==> src/rtl/muldiv_unit.sv <==
// Iterative RV32M multiply/divide unit: shift-add multiplier and restoring divider
// sharing one 64-bit working register; fixed 33-cycle latency, one op in flight.
module muldiv_unit #(
  parameter int XLEN  = 32,
  parameter int ITERS = 32
) (
  input  logic            clk,
  input  logic            rst_n,
  input  logic            in_valid,
  input  logic [2:0]      in_funct3,
  input  logic [XLEN-1:0] in_data1,
  input  logic [XLEN-1:0] in_data2,
  input  logic            in_kill,
  output logic            out_busy,
  output logic            out_valid,
  output logic [XLEN-1:0] out_data
);

  localparam int CW = $clog2(ITERS) + 1;

  typedef enum logic [1:0] {S_IDLE, S_CALC, S_FIX} state_e;

  state_e              state_q, state_d;
  logic [CW-1:0]       cnt_q, cnt_d;
  logic [2:0]          f3_q, f3_d;
  logic                sign1_q, sign1_d, sign2_q, sign2_d;
  logic                dzero_q, dzero_d;
  logic [XLEN-1:0]     data1_q, data1_d;
  logic [XLEN-1:0]     mag1_q, mag1_d, mag2_q, mag2_d;
  logic [2*XLEN-1:0]   acc_q, acc_d;
  logic                out_valid_q, out_valid_d;
  logic [XLEN-1:0]     out_data_q, out_data_d;

  // Accept-time operand decode
  logic            s1_in, s2_in;
  logic [XLEN-1:0] m1_in, m2_in;
  always_comb begin
    s1_in = in_data1[XLEN-1] & (in_funct3 == 3'b001 || in_funct3 == 3'b010 ||
                                in_funct3 == 3'b100 || in_funct3 == 3'b110);
    s2_in = in_data2[XLEN-1] & (in_funct3 == 3'b001 || in_funct3 == 3'b100 ||
                                in_funct3 == 3'b110);
    m1_in = s1_in ? -in_data1 : in_data1;
    m2_in = s2_in ? -in_data2 : in_data2;
  end

  // Multiply step: acc = {partial_hi, multiplier_lo}; add when lsb set, then shift right.
  logic [XLEN:0]     mul_sum;
  logic [2*XLEN-1:0] mul_next;
  // Divide step: acc = {remainder, dividend/quotient}; shift in dividend msb, try subtract.
  logic [XLEN:0]     div_shift;
  logic [XLEN+1:0]   div_diff;
  logic [2*XLEN-1:0] div_next;
  always_comb begin
    mul_sum   = {1'b0, acc_q[2*XLEN-1:XLEN]} + (acc_q[0] ? {1'b0, mag1_q} : '0);
    mul_next  = {mul_sum, acc_q[XLEN-1:1]};
    div_shift = {acc_q[2*XLEN-1:XLEN], acc_q[XLEN-1]};
    div_diff  = {1'b0, div_shift} - {2'b00, mag2_q};
    div_next  = div_diff[XLEN+1] ? {div_shift[XLEN-1:0], acc_q[XLEN-2:0], 1'b0}
                                 : {div_diff[XLEN-1:0],  acc_q[XLEN-2:0], 1'b1};
  end

  // Sign fix-up and result select
  logic [2*XLEN-1:0] prod;
  logic [XLEN-1:0]   quo, rem, result;
  always_comb begin
    prod = (sign1_q ^ sign2_q) ? -acc_q : acc_q;
    quo  = acc_q[XLEN-1:0];
    rem  = acc_q[2*XLEN-1:XLEN];
    case (f3_q)
      3'b000:                 result = prod[XLEN-1:0];
      3'b001, 3'b010, 3'b011: result = prod[2*XLEN-1:XLEN];
      3'b100:  result = dzero_q ? '1 : ((sign1_q ^ sign2_q) ? -quo : quo);
      3'b101:  result = dzero_q ? '1 : quo;
      3'b110:  result = dzero_q ? data1_q : (sign1_q ? -rem : rem);
      default: result = dzero_q ? data1_q : rem;
    endcase
  end

  always_comb begin
    state_d     = state_q;
    cnt_d       = cnt_q;
    f3_d        = f3_q;
    sign1_d     = sign1_q;
    sign2_d     = sign2_q;
    dzero_d     = dzero_q;
    data1_d     = data1_q;
    mag1_d      = mag1_q;
    mag2_d      = mag2_q;
    acc_d       = acc_q;
    out_valid_d = 1'b0;
    out_data_d  = out_data_q;
    if (in_kill) begin
      state_d = S_IDLE;
      cnt_d   = '0;
    end else begin
      case (state_q)
        S_IDLE: if (in_valid) begin
          state_d = S_CALC;
          cnt_d   = '0;
          f3_d    = in_funct3;
          sign1_d = s1_in;
          sign2_d = s2_in;
          dzero_d = (in_data2 == '0);
          data1_d = in_data1;
          mag1_d  = m1_in;
          mag2_d  = m2_in;
          acc_d   = in_funct3[2] ? {{XLEN{1'b0}}, m1_in} : {{XLEN{1'b0}}, m2_in};
        end
        S_CALC: begin
          acc_d = f3_q[2] ? div_next : mul_next;
          cnt_d = cnt_q + CW'(1);
          if (cnt_q == CW'(ITERS - 1)) state_d = S_FIX;
        end
        S_FIX: begin
          out_data_d  = result;
          out_valid_d = 1'b1;
          state_d     = S_IDLE;
        end
        default: state_d = S_IDLE;
      endcase
    end
  end

  always_ff @(posedge clk or negedge rst_n) begin
    if (!rst_n) begin
      state_q     <= S_IDLE;
      cnt_q       <= '0;
      f3_q        <= '0;
      sign1_q     <= 1'b0;
      sign2_q     <= 1'b0;
      dzero_q     <= 1'b0;
      data1_q     <= '0;
      mag1_q      <= '0;
      mag2_q      <= '0;
      acc_q       <= '0;
      out_valid_q <= 1'b0;
      out_data_q  <= '0;
    end else begin
      state_q     <= state_d;
      cnt_q       <= cnt_d;
      f3_q        <= f3_d;
      sign1_q     <= sign1_d;
      sign2_q     <= sign2_d;
      dzero_q     <= dzero_d;
      data1_q     <= data1_d;
      mag1_q      <= mag1_d;
      mag2_q      <= mag2_d;
      acc_q       <= acc_d;
      out_valid_q <= out_valid_d;
      out_data_q  <= out_data_d;
    end
  end

  assign out_busy  = (state_q != S_IDLE);
  assign out_valid = out_valid_q;
  assign out_data  = out_data_q;

endmodule

==> config.mk <==
export PLATFORM = sky130hd
export DESIGN_NAME = muldiv_unit
export DESIGN_NICKNAME = d
export VERILOG_FILES = /design/src/rtl/muldiv_unit.sv
export SDC_FILE = /design/constraint.sdc
export NUM_CORES = 1
export LEC_CHECK = 0
export BUFFER_PORTS_ARGS = -buffer_cell sky130_fd_sc_hd__buf_2
export CAP_MARGIN = 40
export CELL_PAD_IN_SITES_DETAIL_PLACEMENT = 1
export CELL_PAD_IN_SITES_GLOBAL_PLACEMENT = 2
export CORE_MARGIN = 8
export CORE_UTILIZATION = 37
export CTS_BUF_LIST = sky130_fd_sc_hd__clkbuf_16
export CTS_CLUSTER_DIAMETER = 40
export DETAILED_ROUTE_END_ITERATION = 8
export PLACE_DENSITY = 0.81
export RECOVER_POWER = 50
export SYNTH_ARGS = -nofsm -noshare
export SYNTH_HDL_FRONTEND = slang
export SYNTH_SLANG_ARGS = --single-unit
==> constraint.sdc <==
create_clock -name clk -period 3.6 [get_ports clk]
set_input_delay 0.72 -clock clk [delete_from_list [all_inputs] [get_ports clk]]
set_output_delay 0.72 -clock clk [all_outputs]
set_load 0.03 [all_outputs]
# [Yosys cells after proc, flatten, opt, wreduce, memory -nomap -nowiden]
# Index checks and enable logic that the tools add are counted.
[classes] eq_ne=16 n_mux=25 reduce_logical=17 div=0 bitwise=4 magnitude_cmp=0 multipliers=0 shifts=0 addsub=8
[op_table] cell="32-bit 2-to-1 mux" count=10
[op_table] cell="64-bit 2-to-1 mux" count=4
[op_table] cell="32-bit case mux with 5 select lines" count=1
[op_table] cell="32-bit negator" count=4
[op_table] cell="64-bit case mux with 2 select lines" count=1
[op_table] cell="64-bit negator" count=1
[op_table] cell="33-bit by 32-bit subtractor with 34-bit output" count=1
[op_table] cell="32-bit by 32-bit adder with 33-bit output" count=1
[op_table] cell="32-bit zero test" count=1
[op_table] cell="3-bit == test (second input constant)" count=5
[op_table] cell="6-bit 2-to-1 mux" count=2
[op_table] cell="6-bit case mux with 2 select lines" count=1
[op_table] cell="3-bit by 2-bit == test with 1-bit output (second input constant)" count=3
[op_table] cell="6-bit by 1-bit adder with 6-bit output (second input constant)" count=1
[op_table] cell="3-bit by 1-bit == test with 1-bit output (second input constant)" count=2
[op_table] cell="6-bit by 5-bit == test with 1-bit output (second input constant)" count=1
[op_table] cell="2-bit 2-to-1 mux" count=3
[op_table] cell="3-bit != test (second input constant)" count=2
[op_table] cell="2-bit AND reduction" count=3
[op_table] cell="3-bit AND reduction" count=2
[op_table] cell="1-bit logical OR" count=5
[op_table] cell="2-bit case mux with 2 select lines" count=1
[op_table] cell="2-bit nonzero test" count=2
[op_table] cell="3-bit zero test" count=1
[op_table] cell="10 further kinds" count=12
[totals] mem_count=0 mem_bits_ro=0 ff_bits=207 ram_bits=0 latch_bits=0

# [Longest topological paths before layout]
[logic_depth] word_depth=9 ltp_mapped=14 mapped_depth_nobuf=13

# [Worst setup path before layout]
# Ideal clock, no wire load.
[synth_timing] path_type="reg-to-reg" from="register acc_q[0]" to="register acc_q[57]" stages_incl_launch_ff=15 arrival_ns=3.110 required_ns=3.464 synth_period_minus_slack_ns=3.246 path_slack_ns=0.354 setup_time_ns=0.136 cell_sequence="dfrtp_1 clkbuf_1 and2_1 ha_1 inv_1 fa_1 nand2b_1 a21o_1 a21oi_1 a31oi_1 o31a_1 o31a_1 xnor2_1 a221oi_1 o21ai_0"
[synth_via] elab_chain_cells=4
[synth_lines] element="start, declared" line_no="30" text="logic [2*XLEN-1:0] acc_q, acc_d;"
[synth_lines] element="start signal, assigned" line_no="135" text="acc_q <= '0;"
[synth_lines] element="start signal, assigned" line_no="148" text="acc_q <= acc_d;"
[synth_lines] element="32-bit 2-to-1 mux" line_no="54" text="mul_sum = {1'b0, acc_q[2*XLEN-1:XLEN]} + (acc_q[0] ? {1'b0, mag1_q} : '0);"
[synth_lines] element="32-bit by 32-bit adder with 33-bit output" line_no="54"
[synth_lines] element="64-bit 2-to-1 mux" line_no="110" text="acc_d = f3_q[2] ? div_next : mul_next;"
[synth_lines] element="64-bit case mux with 2 select lines" line_no="96" text="case (state_q)"
# No other way between the ends.
# A chain may end at the register's enable or synchronous reset.

# [Final worst setup path]
[layout_timing] from="register acc_q[0]" to="register acc_q[59]"
# Same word-level chain as after synthesis.

==> impl_metrics.ini <==
[status]
status = finished, violations left
violations = max-capacitance violations, max-slew violations

[floorplan]
num_rows = 80
design.core.area_um2 = 47300
die_h_um = 234
io-pin-count = 105
dieArea_um2 = 54900
die_x_um = 234
start_util_pct = 37.2

[cts]
worstSkewPairLatency_ns = 0.60
cts_tree = done
cts_hold_buf = 0
cts_max_path_buffers = 3
cts_buffers = 47
cts_root_buf = clkbuf_16
clock-sinks = 206
h-tree-depth = 2
clk_transition_reported_paths_ns = 0.05

[worst_setup_path]
slowest_delay_ns = 0.42
r2r-start = acc_q[0]
timing.reg2reg.setup_slack_ns = 0.08
endpoint_kind = flip-flop
path_delay_family = compound AO/OA/AOI/OAI gates
critPathBufInv = 4
crit_slowest_cell = dfrtp_1
worstReg2RegEnd = acc_q[59]
cp.required_ns = 4.06
cp_common_cell = buf_4
arrival_ns = 3.98
cp-start-kind = flip-flop
cp_max_fo = 11
worst-setup-path-type = flip-flop to flip-flop
critical_path.cell_chain = buf_12 -> and2_1 -> ha_1 -> inv_1 -> fa_1 -> nand2b_1 -> a21o_1 -> a21oi_2 -> a31oi_1 -> buf_4 -> o21ba_2 -> o31ai_1 -> buf_4 -> a21oi_1 -> mux2i_1 -> o211ai_1
reg2reg_depth = 16

[job]
maxCapViolCount = 1

[global_routing]
antenna_found_initial = 1
grt_overflow_total = 0
grt_max_degree = 82
grt_pass1_vias = 19400
grt_first_pass_wirelength_mm = 131
track_usage_pct = 32.2

[detailed_routing]
wl_per_cell_um = 28.7
ant_nets = 0
vias = 19200
drt_pre_antenna_iters = 7
viasPerCell = 6.15
drtIter0Drc = 1777
drc_errors = 0
routed_wl_mm = 89.6

[logic_synthesis]
synth_edf_count = 0
synthesis.nets = 2432
netlist_instances = 2290
ys_async_sr_fraction_pct = 100
yosys_warnings = 0
syn-cell-area_um2 = 17600
yosys_most_used_dff = dfrtp_1
avgSynthCellArea_um2 = 7.69
yosysSeqAreaShare_pct = 29.3
synthDistinctLibCells = 82
ys_ff_latch = 206

[sta]
setup_viol = 0
setup_tns_ns = 0
slew_violations = 82
period_share_pct = 97.8
slew_headroom_pct = -73.7
max_freq_mhz = 284
timing_hold_violations_final = 0
min_period_ns = 3.52
worst_hold_slack_ns = 0.371
worst_slew_pin_slew_ns = 2.60
fin_skew_ns = 0.0163

[hold_path]
hold_path_depth = 3
hp-start = in_data1[13]
hp-class = input port to flip-flop
hold_end = data1_q[13]

[pwr]
p_leak_nw = 9.75
ir_drop_mv = 0.386
power_density_nw_per_um2 = 937

[cells_and_area]
utilization_pct = 45.3
area_growth_syn_to_layout_pct = 21.8
layoutNonFillerInstCount = 3123
final_nets = 2613
layout-drive-gt1-share_pct = 16.9
nFillCells = 5765

[placed_design]
io_buffers = 104
dp_cells = 3035
finalWeightedCongestion = 0.982
dp_hpwl_mm = 70.5
## worst reg2reg max path, stage by stage, from the launching register on
cell and delay [ns]:
dfrtp_1 0.42, buf_12 0.15, and2_1 0.12, ha_1 0.20, inv_1 0.07, fa_1 0.40, nand2b_1 0.18, a21o_1 0.19
a21oi_2 0.22, a31oi_1 0.16, buf_4 0.18, o21ba_2 0.24, o31ai_1 0.27, buf_4 0.18, a21oi_1 0.08, mux2i_1 0.22
o211ai_1 0.12
## per-stage QoR
| stage | setup WS [ns] | total power [mW] | area [um2] |
|---|---|---|---|
| floorplan | 0.354 | 10.2 | 17600 |
| global placement | -0.192 | 15.3 | 19900 |
| detailed placement | -0.138 | 15.4 | 19900 |
| CTS | 0.0395 | 19.8 | 21500 |
| global route | -0.0231 | 21.1 | 21500 |
| finish | 0.0783 | 20.1 | 21500 |
## kinds of logic after synthesis
family                   Yosys count  share of synthesized area (%)
buffers and inverters            242                           5.31
flip-flops                       206                           29.3
multiplexers                     101                           5.80
XOR/XNOR                         188                           9.35
AO/OA/AOI/OAI                    737                           25.7
AND/OR/NAND/NOR                  745                           19.5
adder cells (fa/ha/maj)           71                           5.13
## state kept, by name (all words and copies together) (netlist names)
signal,count
acc_q,64
data1_q,32
mag2_q,32
out_data,32
mag1_q,31
cnt_q,6
f3_q,3
state_q,2
dzero_q,1
out_valid,1
sign1_q,1
sign2_q,1
## layout make-up
class,instances,area [um2],area share (%)
antenna,1,2.50,0.0117
tap,615,769,3.59
clock buffer,47,1180,5.48
inverter,76,285,1.33
sequential,206,5160,24.0
timing repair buffer,298,2030,9.44
clock inverter,38,384,1.79
multi-input combinational,1842,11700,54.3
## power breakdown
group,total [mW],switching (mW),internal (mW)
Clock,4.27,1.58,2.69
Combinational,11.9,7.34,4.51
Sequential,4.00,1.04,2.96
Total,20.1,9.95,10.2
## placed cells by master (no fill, tap or decap), types with 24 or more instances in the layout
cell type	count
mux2i_1	93
a21o_1	38
nand2_1	323
buf_4	181
o21ai_0	251
a31oi_1	25
inv_1	82
dfrtp_1	204
xnor2_1	108
nor3_1	36
a21oi_1	190
a211oi_1	24
nor2_1	152
xor2_1	78
clkbuf_16	47
and2_1	41
ha_1	68
nand2b_1	27
nand3_1	36
buf_2	96
## repair_timing
action                                  in CTS  in global routing
resized for setup                            9                 14
buffers inserted                             0                  2
endpoints found under the setup margin      10                 12
pin swaps                                    0                  4
## synthesized netlist by cell type, types with 25 or more instances
master      n  share of area (%)
a211oi_1   27                1.2
a21o_1     38                1.6
a21oi_1   192                5.5
a31oi_1    25               0.89
and2_1     41                1.5
clkbuf_1  146                3.1
dfrtp_1   206                 29
ha_1       69                4.9
inv_1      74                1.6
mux2i_1    93                5.3
nand2_1   326                6.9
nand2b_1   28               0.99
nand3_1    36                1.0
nor2_1    154                3.3
nor3_1     38                1.1
o21ai_0   255                7.2
xnor2_1   109                5.4
xor2_1     79                3.9
## how the worst max path moves through the flow
| stage | start | endpoint | slack, ns | cells after the start |
|---|---|---|---|---|
| floorplan | acc_q[0] | acc_q[57] | 0.35 | 14 |
| global placement | acc_q[21] | out_data[23] | -0.19 | 10 |
| detailed placement | acc_q[21] | out_data[23] | -0.14 | 10 |
| CTS | acc_q[31] | acc_q[60] | 0.04 | 14 |
| global route | acc_q[0] | acc_q[62] | -0.02 | 12 |
| finish | acc_q[0] | acc_q[59] | 0.08 | 16 |
## layer usage
metal  share of wire (%)  track usage [%]
met1                  45             45.2
met2                  43             48.8
met3                 8.3             6.07
met4                 3.8             11.6
met5                   0                0
Power figures use the tool's default switching activity.
